File: src/rtl/sparse_mm_scheduler_if.sv
// Handshake, BRAM read and result-write bundle for sparse_mm_scheduler.
// The master side is the scheduler; the slave side is the BRAM/result environment.
interface sparse_mm_scheduler_if #(
    parameter int unsigned N  = 3,
    parameter int unsigned DW = 8,
    parameter int unsigned RW = 16,
    parameter int unsigned AW = 4
);
    localparam int unsigned MW = $clog2(N * N);

    logic          start;
    logic          busy;
    logic          done;
    logic [AW-1:0] a_addr;
    logic [AW-1:0] b_addr;
    logic [DW-1:0] a_dout;
    logic [DW-1:0] b_dout;
    logic          res_we;
    logic [MW-1:0] res_addr;
    logic [RW-1:0] res_data;
    logic [15:0]   mac_cnt;

    modport master (
        input  start, a_dout, b_dout,
        output busy, done, a_addr, b_addr, res_we, res_addr, res_data, mac_cnt
    );

    modport slave (
        output start, a_dout, b_dout,
        input  busy, done, a_addr, b_addr, res_we, res_addr, res_data, mac_cnt
    );
endinterface

File: src/rtl/sparse_mm_scheduler.sv
// Start/busy/done matrix-multiply sequencer: loads A and B from BRAM, then runs i/j/k on one MAC.
// Define SPARSE_SKIP_EN to skip k terms where either operand is zero.
module sparse_mm_scheduler #(
    parameter int unsigned N         = 3,
    parameter int unsigned DW        = 8,
    parameter int unsigned RW        = 16,
    parameter int unsigned AW        = 4,
    parameter int unsigned ADDR_BASE = 1
) (
    input logic                   clk,
    input logic                   rst,
    sparse_mm_scheduler_if.master bus
);
    localparam int unsigned NN = N * N;
    localparam int unsigned MW = $clog2(NN);
    localparam int unsigned LW = $clog2(NN + 1);
    localparam int unsigned CW = $clog2(N + 1);
    localparam int unsigned PW = 2 * DW;

    typedef enum logic [1:0] {IDLE, LOAD, COMPUTE} state_t;
    state_t state, state_d;

    logic [DW-1:0] a_mem [NN];
    logic [DW-1:0] b_mem [NN];
`ifdef SPARSE_SKIP_EN
    logic [NN-1:0] a_nz, b_nz;
`endif
    logic [LW-1:0] ld_cnt;
    logic          p1_vld, p2_vld;
    logic [MW-1:0] p1_idx, p2_idx;
    logic [CW-1:0] ci, cj, kpos;
    logic [RW-1:0] acc;
    logic [15:0]   mac_acc;

    logic [N-1:0]  qual;
    logic          found, more, last_elem, mac_en;
    logic [CW-1:0] kk;
    logic [PW-1:0] prod;
    logic [RW-1:0] sum;

    // Next-state logic; COMPUTE holds through the done cycle so busy covers it
    always_comb begin
        state_d = state;
        unique case (state)
            IDLE:    if (bus.start) state_d = LOAD;
            LOAD:    if (ld_cnt == LW'(NN)) state_d = COMPUTE;
            COMPUTE: if (bus.done) state_d = IDLE;
            default: state_d = IDLE;
        endcase
    end

    always_ff @(posedge clk or posedge rst) begin
        if (rst) state <= IDLE;
        else     state <= state_d;
    end

    // Pick the lowest qualifying k at or after kpos, and whether another follows it
    always_comb begin
        qual  = '0;
        found = 1'b0;
        more  = 1'b0;
        kk    = '0;
        for (int unsigned k = 0; k < N; k++) begin
`ifdef SPARSE_SKIP_EN
            qual[k] = a_nz[MW'(ci * N + k)] & b_nz[MW'(k * N + cj)];
`else
            qual[k] = 1'b1;
`endif
        end
        for (int unsigned k = 0; k < N; k++) begin
            if (qual[k] && (CW'(k) >= kpos)) begin
                if (!found) begin
                    found = 1'b1;
                    kk    = CW'(k);
                end else begin
                    more = 1'b1;
                end
            end
        end
    end

    assign prod      = PW'(a_mem[MW'(ci * N + kk)]) * PW'(b_mem[MW'(kk * N + cj)]);
    assign sum       = ((kpos == '0) ? RW'(0) : acc) + RW'(prod);
    assign last_elem = (ci == CW'(N - 1)) && (cj == CW'(N - 1));
    assign mac_en    = (state == COMPUTE) && !bus.done;

    always_ff @(posedge clk or posedge rst) begin
        if (rst) begin
            bus.busy     <= 1'b0;
            bus.done     <= 1'b0;
            bus.res_we   <= 1'b0;
            bus.res_addr <= '0;
            bus.res_data <= '0;
            bus.mac_cnt  <= '0;
            bus.a_addr   <= AW'(ADDR_BASE);
            bus.b_addr   <= AW'(ADDR_BASE);
            for (int unsigned n = 0; n < NN; n++) begin
                a_mem[n] <= '0;
                b_mem[n] <= '0;
            end
`ifdef SPARSE_SKIP_EN
            a_nz <= '0;
            b_nz <= '0;
`endif
            ld_cnt  <= '0;
            p1_vld  <= 1'b0;
            p2_vld  <= 1'b0;
            p1_idx  <= '0;
            p2_idx  <= '0;
            ci      <= '0;
            cj      <= '0;
            kpos    <= '0;
            acc     <= '0;
            mac_acc <= '0;
        end else begin
            bus.res_we <= 1'b0;
            bus.done   <= 1'b0;
            bus.busy   <= (state_d != IDLE);
            p1_vld     <= 1'b0;
            p2_vld     <= p1_vld;
            p2_idx     <= p1_idx;

            // Read data lands one cycle after its address; p2 tracks that slot
            if (p2_vld) begin
                a_mem[p2_idx] <= bus.a_dout;
                b_mem[p2_idx] <= bus.b_dout;
`ifdef SPARSE_SKIP_EN
                a_nz[p2_idx]  <= |bus.a_dout;
                b_nz[p2_idx]  <= |bus.b_dout;
`endif
            end

            if (state == IDLE && bus.start) begin
                // Address ADDR_BASE+0 is already on the bus while idle
                ld_cnt  <= LW'(1);
                p1_vld  <= 1'b1;
                p1_idx  <= '0;
                ci      <= '0;
                cj      <= '0;
                kpos    <= '0;
                mac_acc <= '0;
            end

            if (state == LOAD) begin
                if (ld_cnt != LW'(NN)) begin
                    bus.a_addr <= AW'(ADDR_BASE) + AW'(ld_cnt);
                    bus.b_addr <= AW'(ADDR_BASE) + AW'(ld_cnt);
                    p1_vld     <= 1'b1;
                    p1_idx     <= MW'(ld_cnt);
                    ld_cnt     <= ld_cnt + LW'(1);
                end else begin
                    bus.a_addr <= AW'(ADDR_BASE);
                    bus.b_addr <= AW'(ADDR_BASE);
                end
            end

            if (mac_en) begin
                if (found) mac_acc <= mac_acc + 16'd1;
                if (more) begin
                    acc  <= sum;
                    kpos <= kk + CW'(1);
                end else begin
                    // Element complete; the next element's first MAC runs next cycle
                    bus.res_we   <= 1'b1;
                    bus.res_addr <= MW'(ci * N + cj);
                    bus.res_data <= found ? sum : '0;
                    kpos         <= '0;
                    if (cj == CW'(N - 1)) begin
                        cj <= '0;
                        ci <= ci + CW'(1);
                    end else begin
                        cj <= cj + CW'(1);
                    end
                    if (last_elem) begin
                        bus.done    <= 1'b1;
                        bus.mac_cnt <= mac_acc + 16'(found);
                    end
                end
            end
        end
    end
endmodule

File: src/flat_wrapper.sv
// flat-port wrapper written by rule: the top's interface ports become plain ports
module sparse_mm_scheduler_flat 
#(
    parameter int unsigned N         = 3,
    parameter int unsigned DW        = 8,
    parameter int unsigned RW        = 16,
    parameter int unsigned AW        = 4,
    parameter int unsigned ADDR_BASE = 1
)
  (clk, rst, bus_start, bus_a_dout, bus_b_dout, bus_busy, bus_done, bus_a_addr, bus_b_addr, bus_res_we, bus_res_addr, bus_res_data, bus_mac_cnt);
  sparse_mm_scheduler_if #(.N(N), .DW(DW), .RW(RW), .AW(AW)) bus_i ();
  input logic clk;
  input logic rst;
  input wire logic [$bits(bus_i.start)-1:0] bus_start;
  input wire logic [$bits(bus_i.a_dout)-1:0] bus_a_dout;
  input wire logic [$bits(bus_i.b_dout)-1:0] bus_b_dout;
  output wire logic [$bits(bus_i.busy)-1:0] bus_busy;
  output wire logic [$bits(bus_i.done)-1:0] bus_done;
  output wire logic [$bits(bus_i.a_addr)-1:0] bus_a_addr;
  output wire logic [$bits(bus_i.b_addr)-1:0] bus_b_addr;
  output wire logic [$bits(bus_i.res_we)-1:0] bus_res_we;
  output wire logic [$bits(bus_i.res_addr)-1:0] bus_res_addr;
  output wire logic [$bits(bus_i.res_data)-1:0] bus_res_data;
  output wire logic [$bits(bus_i.mac_cnt)-1:0] bus_mac_cnt;
  assign bus_i.start = bus_start;
  assign bus_i.a_dout = bus_a_dout;
  assign bus_i.b_dout = bus_b_dout;
  assign bus_busy = bus_i.busy;
  assign bus_done = bus_i.done;
  assign bus_a_addr = bus_i.a_addr;
  assign bus_b_addr = bus_i.b_addr;
  assign bus_res_we = bus_i.res_we;
  assign bus_res_addr = bus_i.res_addr;
  assign bus_res_data = bus_i.res_data;
  assign bus_mac_cnt = bus_i.mac_cnt;
  sparse_mm_scheduler #(.N(N), .DW(DW), .RW(RW), .AW(AW), .ADDR_BASE(ADDR_BASE)) u_core (.clk(clk), .rst(rst), .bus(bus_i));
endmodule
File: config.mk
export PLATFORM = sky130hd
export DESIGN_NAME = sparse_mm_scheduler_flat
export DESIGN_NICKNAME = d
export VERILOG_FILES = /design/src/rtl/sparse_mm_scheduler_if.sv /design/src/rtl/sparse_mm_scheduler.sv /design/src/flat_wrapper.sv
export SDC_FILE = /design/constraint.sdc
export NUM_CORES = 1
export LEC_CHECK = 0
export CAP_MARGIN = 5
export CORE_ASPECT_RATIO = 0.8
export CORE_MARGIN = 4
export CORE_UTILIZATION = 65
export DETAILED_ROUTE_END_ITERATION = 6
export DONT_BUFFER_PORTS = 1
export PLACE_DENSITY = 0.88
export SLEW_MARGIN = 25
export SYNTH_ARGS = -nofsm -noshare
export SYNTH_HDL_FRONTEND = slang
export SYNTH_SLANG_ARGS = --single-unit
File: constraint.sdc
create_clock -name clk -period 10.4 [get_ports clk]
set_input_delay 2.08 -clock clk [delete_from_list [all_inputs] [get_ports clk]]
set_output_delay 2.08 -clock clk [all_outputs]
set_load 0.1 [all_outputs]
After elaboration in Yosys (flattened, before gate mapping)
Index checks and enable logic that the tools add are counted.
{ "op_classes": {"reduce_logical": 12, "order_cmp": 7, "n_bitwise": 4, "eq_ne": 6, "addsub": 10, "mul": 3, "n_mux": 56} }
{ "op_table": {"columns": ["operator", "count"], "rows": [
  ["$bwmux 72", 2],
  ["$mux 16", 5],
  ["$bmux 8 s4", 2],
  ["$mux 8", 5],
  ["$mux 2", 17],
  ["$demux 8 s4", 1],
  ["$mux 4", 7],
  ["$add 16x1->16", 1],
  ["$add 16x1->16 const B", 1],
  ["$add 16x16->16", 1],
  ["$mul 8x8->16", 1],
  ["$mux 1", 16],
  ["$ge 5x5->1 const B", 3],
  ["$not 4->5", 3],
  ["$add 4x2->4", 3],
  ["$mul 2x2->4 const B", 2],
  ["$add 2x1->2 const B", 3],
  ["$eq 2x2->1 const B", 3],
  ["$pmux 2 s3", 1],
  ["$lt 5x1->1 const B", 1],
  ["$add 1x4->4 const A", 1],
  ["$eq 4x4->1 const B", 1],
  ["$ge 1x2->1 const A", 2],
  ["$logic_and 1x1->1", 4],
  ["9 further kinds", 12]
]} }
{ "word_totals": {"inputBits": 19, "wordCells": 134, "output_inout_bits": 47, "regBits": 241} }

Depth between registers and ports, before layout
{ "logic_depth": {"word_depth": 15, "ltp_mapped": 28, "mapped_depth_nobuf": 25} }

Worst setup path after synthesis
Ideal clock, no wire load.
{ "synth_timing": {"path_type": "register to register", "from": "register u_core.kpos[0]", "to": "register u_core.acc[14]", "t_required_ns": 10.280, "slack_ns": 3.498, "period_less_slack_ns": 6.902, "setup_ns": 0.120, "stages_incl_launch_ff": 25, "n_path_buf": 1, "t_arrival_ns": 6.782, "path_cell_list": "dfrtp_1 > inv_1 > ha_1 > ha_1 > ha_1 > inv_1 > fa_1 > clkbuf_1 > and2b_1 > nor3b_4 > a21oi_1 > or2_1 > fa_1 > fa_1 > inv_1 > fa_1 > inv_1 > fa_1 > inv_1 > ha_1 > a21oi_1 > a21boi_0 > o31a_1 > or3_1 > a31o_2"} }
{ "synth_between": {"elab_chain_cells": 14, "elab_cells_between_ends": 29, "classes_between": "add/sub: 3; mul: 2; order compare: 3; mux: 17; bitwise: 2; reduce/logical: 2"} }
{ "synth_rtl": {"columns": ["item", "line", "text"], "rows": [
  ["from (decl)", "sparse_mm_scheduler.sv:31", "logic [CW-1:0] ci, cj, kpos;"],
  ["from (signal assigned)", "sparse_mm_scheduler.sv:161", "kpos <= kk + CW'(1);"],
  ["$ge 1x2->1", "sparse_mm_scheduler.sv:71", "if (qual[k] && (CW'(k) >= kpos)) begin"],
  ["$mux 1", "sparse_mm_scheduler.sv:71", null],
  ["$mux 1", "sparse_mm_scheduler.sv:72", "if (!found) begin"],
  ["$mux 2", "sparse_mm_scheduler.sv:71", null],
  ["$mux 2", "sparse_mm_scheduler.sv:72", null],
  ["$mux 2", "sparse_mm_scheduler.sv:71", null],
  ["$mul 2x2->4", "sparse_mm_scheduler.sv:82", "assign prod = PW'(a_mem[MW'(ci * N + kk)]) * PW'(b_mem[MW'(kk * N + cj)]);"],
  ["$add 4x2->4", "sparse_mm_scheduler.sv:82", null],
  ["$not 4->5 (implied by the code)", "sparse_mm_scheduler.sv:82", null],
  ["$bmux 8 s4", "sparse_mm_scheduler.sv:82", null],
  ["$mux 8 (implied by the code) (2 in series)", "sparse_mm_scheduler.sv:82", null],
  ["$mul 8x8->16", "sparse_mm_scheduler.sv:82", null],
  ["$add 16x16->16", "sparse_mm_scheduler.sv:83", "assign sum = ((kpos == '0) ? RW'(0) : acc) + RW'(prod);"],
  ["to (signal assigned)", "sparse_mm_scheduler.sv:160", "acc <= sum;"],
  ["to (decl)", "sparse_mm_scheduler.sv:32", "logic [RW-1:0] acc;"]
]} }
Parallel ways exist; a longest one is shown, timed or not. The select of a mux whose other input is x is not followed.
A chain may end at the register's enable or synchronous reset.

Final worst setup path
Ends and elaborated chain as after synthesis.

==> run metrics <==
GR Util All Layers=between 20% and 30%; Slew @ Worst Pin=1.12 ns; Initial Utilization=67.2%; CP max FO=10; Avg Inst Size Synth=approximately 12 µm²; main combinational cell family by area after synthesis=multiplexers; via count=8,611; clock root buffer master=clkbuf_16; sequential-to-total area share from yosys stat=44.5%; width of the die=169 µm; Setup Skew=between 0.01 and 0.015 ns; HPWL after detailed placement=19,900 µm; crit path from=u_core.kpos[0]$_DFFE_PP0P_; number of synthesized flops with an enable pin=0; Num CTS Buffers=24; TritonRoute pass-1 iters=5; synth cell count leaders=dfrtp_1, mux2_2, inv_1; Hold Buf Count CTS=0; status=complete, no violations; gpl congestion=0.912; DRC Markers=0; Initial DRC Count=722; gr ovfl total=0; Final Cell Area=14,500 µm²; Synth Area in Compound Gates=6.05%; H-tree Lvls=1; I/O pins=66; Site Rows=between 40 and 50; Main synth FF type=dfrtp_1; Synth area leader=dfrtp_1; CP Capture Type=flop; crit share post-route=~70%; unrepaired setup endpoints after global routing=false; Synth Register Bits=241; dpl cell area=13,700 µm²; CP Launch Type=flop; setup TNS=0 ns; fin util=72.1%; Tmin final=7.48 ns; Mapped Area=13,500 µm²; fin worst setup slack=2.92 ns; Max Fclk=134 MHz; net count after synthesis=around 1.2k; CTS tree=done; Yosys cell types=between 60 and 70; post-CTS setup buffer count=0; port buffer count=0; CORE AREA=20,100 µm²; layout cell share with drive strength beyond 1=23.6%; most numerous cell in the Yosys netlist=dfrtp_1; DR WL/cell=20.5 µm; Final Max Tran Viols=0; Warnings, synthesis=0; Hold Path Origin=u_core.p1_vld$_DFF_PP0_; first-pass GRT wire length=47,300 µm; Cells after Synth=~1.1k; clock sink total=between 200 and 250; chip height=137 µm; Synth Area in XOR/XNOR=2.56%; FILL cells=1,319; Layout area overhead=7.28%; CP arrival=7.90 ns; clk_lat worst skew=0.53 ns; simple-gate share of the synthesized area=9.04%; final hold violation count=0; full die area=23,200 µm²; Rel. slew slack=25.5%; dpl ws=2.94 ns; Routed Antenna Nets=0; Via-to-Cell Ratio=~6.2; Routed WL=28,400 µm; Worst-path clk slew=0.06 ns; Critical Path RT=10.82 ns; reg2reg start=u_core.kpos[0]$_DFFE_PP0P_; post-synthesis mux area share=20.4%; largest net degree at the start of global routing=86; Hold Crit Class=flop to flop; vias in the first global route=9,073; top-area cell type share of the netlist area=approximately 44%; max_cap viols=0; fin nets=1,229; WS Path Type=flop to flop; most area-consuming cells after synthesis=dfrtp_1, mux2_2, fa_1, ha_1, mux4_2; setup violators final=0; post-CTS sizing=0; antenna violations before repair=0; synthesized-area fraction occupied by adder cells=13.0%; CTS Buffer Depth=3; Post-synth ARST share=100%; Antenna diodes=0
## stage by stage
| step | std cells | hold slack (ns) |
|---|---|---|
| after CTS | 1379 | 0.360 |
| after global routing | 1382 | 0.368 |
| final | 1382 | 0.356 |
| after floorplan | 1114 | 0.331 |
| after global placement | 1336 | 0.333 |
| after detailed placement | 1336 | 0.346 |
## cell families after synthesis
| logic type | Yosys count |
|---|---|
| simple gates | 244 |
| flops | 241 |
| mux | 220 |
| buf+inv | 145 |
| compound gates | 120 |
| fa+ha+maj | 109 |
| xor+xnor | 35 |
## worst max-delay path, cell delays in order (launching register included)
cell and delay [ns]:
dfrtp_1 0.42, inv_1 0.10, ha_1 0.30, ha_1 0.28, ha_1 0.13, inv_1 0.05
fa_1 0.74, and2b_1 0.33, nor3b_4 0.45, a21oi_1 0.29, or2_1 0.30, fa_1 0.50
fa_1 0.55, inv_1 0.06, fa_1 0.53, inv_1 0.06, fa_1 0.52, inv_1 0.04
ha_1 0.35, a21oi_1 0.27, a21boi_0 0.14, o31a_1 0.31, or3_1 0.39, a31o_2 0.25
## final timing paths
check,endpoint,slack (ns),depth (start not counted)
max,u_core.acc[14]$_DFFE_PP0P_,2.92,23
min,u_core.p2_vld$_DFF_PP0_,0.36,0
max reg2reg,u_core.acc[14]$_DFFE_PP0P_,2.92,23
min reg2reg,u_core.p2_vld$_DFF_PP0_,0.36,0
max in group asynchronous,u_core.bus.a_addr[2]$_DFFE_PP0P_,7.75,2
min in group asynchronous,u_core.b_mem[68]$_DFFE_PP0P_,1.46,1
## cell usage in the layout (no fill, tap or decap), types with 6 or more instances in the layout
cell	n
xnor2_1	17
clkbuf_16	24
and3_1	6
nand2_1	60
buf_4	6
dfrtp_1	237
nor2b_1	12
or2_1	16
clkbuf_1	8
xor2_1	15
fa_1	53
nand3_1	27
a22oi_1	7
clkbuf_8	6
o21ai_0	23
inv_1	95
mux4_2	26
a22o_1	17
o31ai_1	8
mux2_2	164
o211ai_1	9
nand4_1	7
ha_1	55
a21oi_1	29
mux2i_1	25
nor2_1	78
## layer usage
layer | GRT usage (%) | routed length, µm | up-vias
li1 | - | - | 3817
met1 | 36.8 | 12500 | 4504
met2 | 41.1 | 13600 | 251
met3 | 5.20 | 1820 | 39
met4 | 4.38 | 412 | 0
met5 | 0 | 0 | -
## registers in the layout, indices dropped and copies added, names as in the netlist, 2 cells and up
signal	flops
u_core.a_mem	72
u_core.acc	16
u_core.b_mem	72
u_core.bus.a_addr	4
u_core.bus.mac_cnt	16
u_core.bus.res_addr	4
u_core.bus.res_data	16
u_core.ci	2
u_core.cj	2
u_core.kpos	2
u_core.ld_cnt	4
u_core.mac_acc	16
u_core.p1_idx	4
u_core.p2_idx	4
u_core.state	2
## layout make-up
cell class              instances  area [µm²]  share of cell area (%)
flip-flops and latches        241        6040                    41.5
multi-input cells             728        6920                    47.6
well taps                     264         330                    2.27
repair buffers                 10         110                   0.758
clock inverters                 5        53.8                   0.370
inverters                      96         368                    2.53
clock buffers                  38         713                    4.91
Power is left out: the tool's default activity adds up to more than one toggle a clock period on the data nets, which glitch-free logic cannot reach.
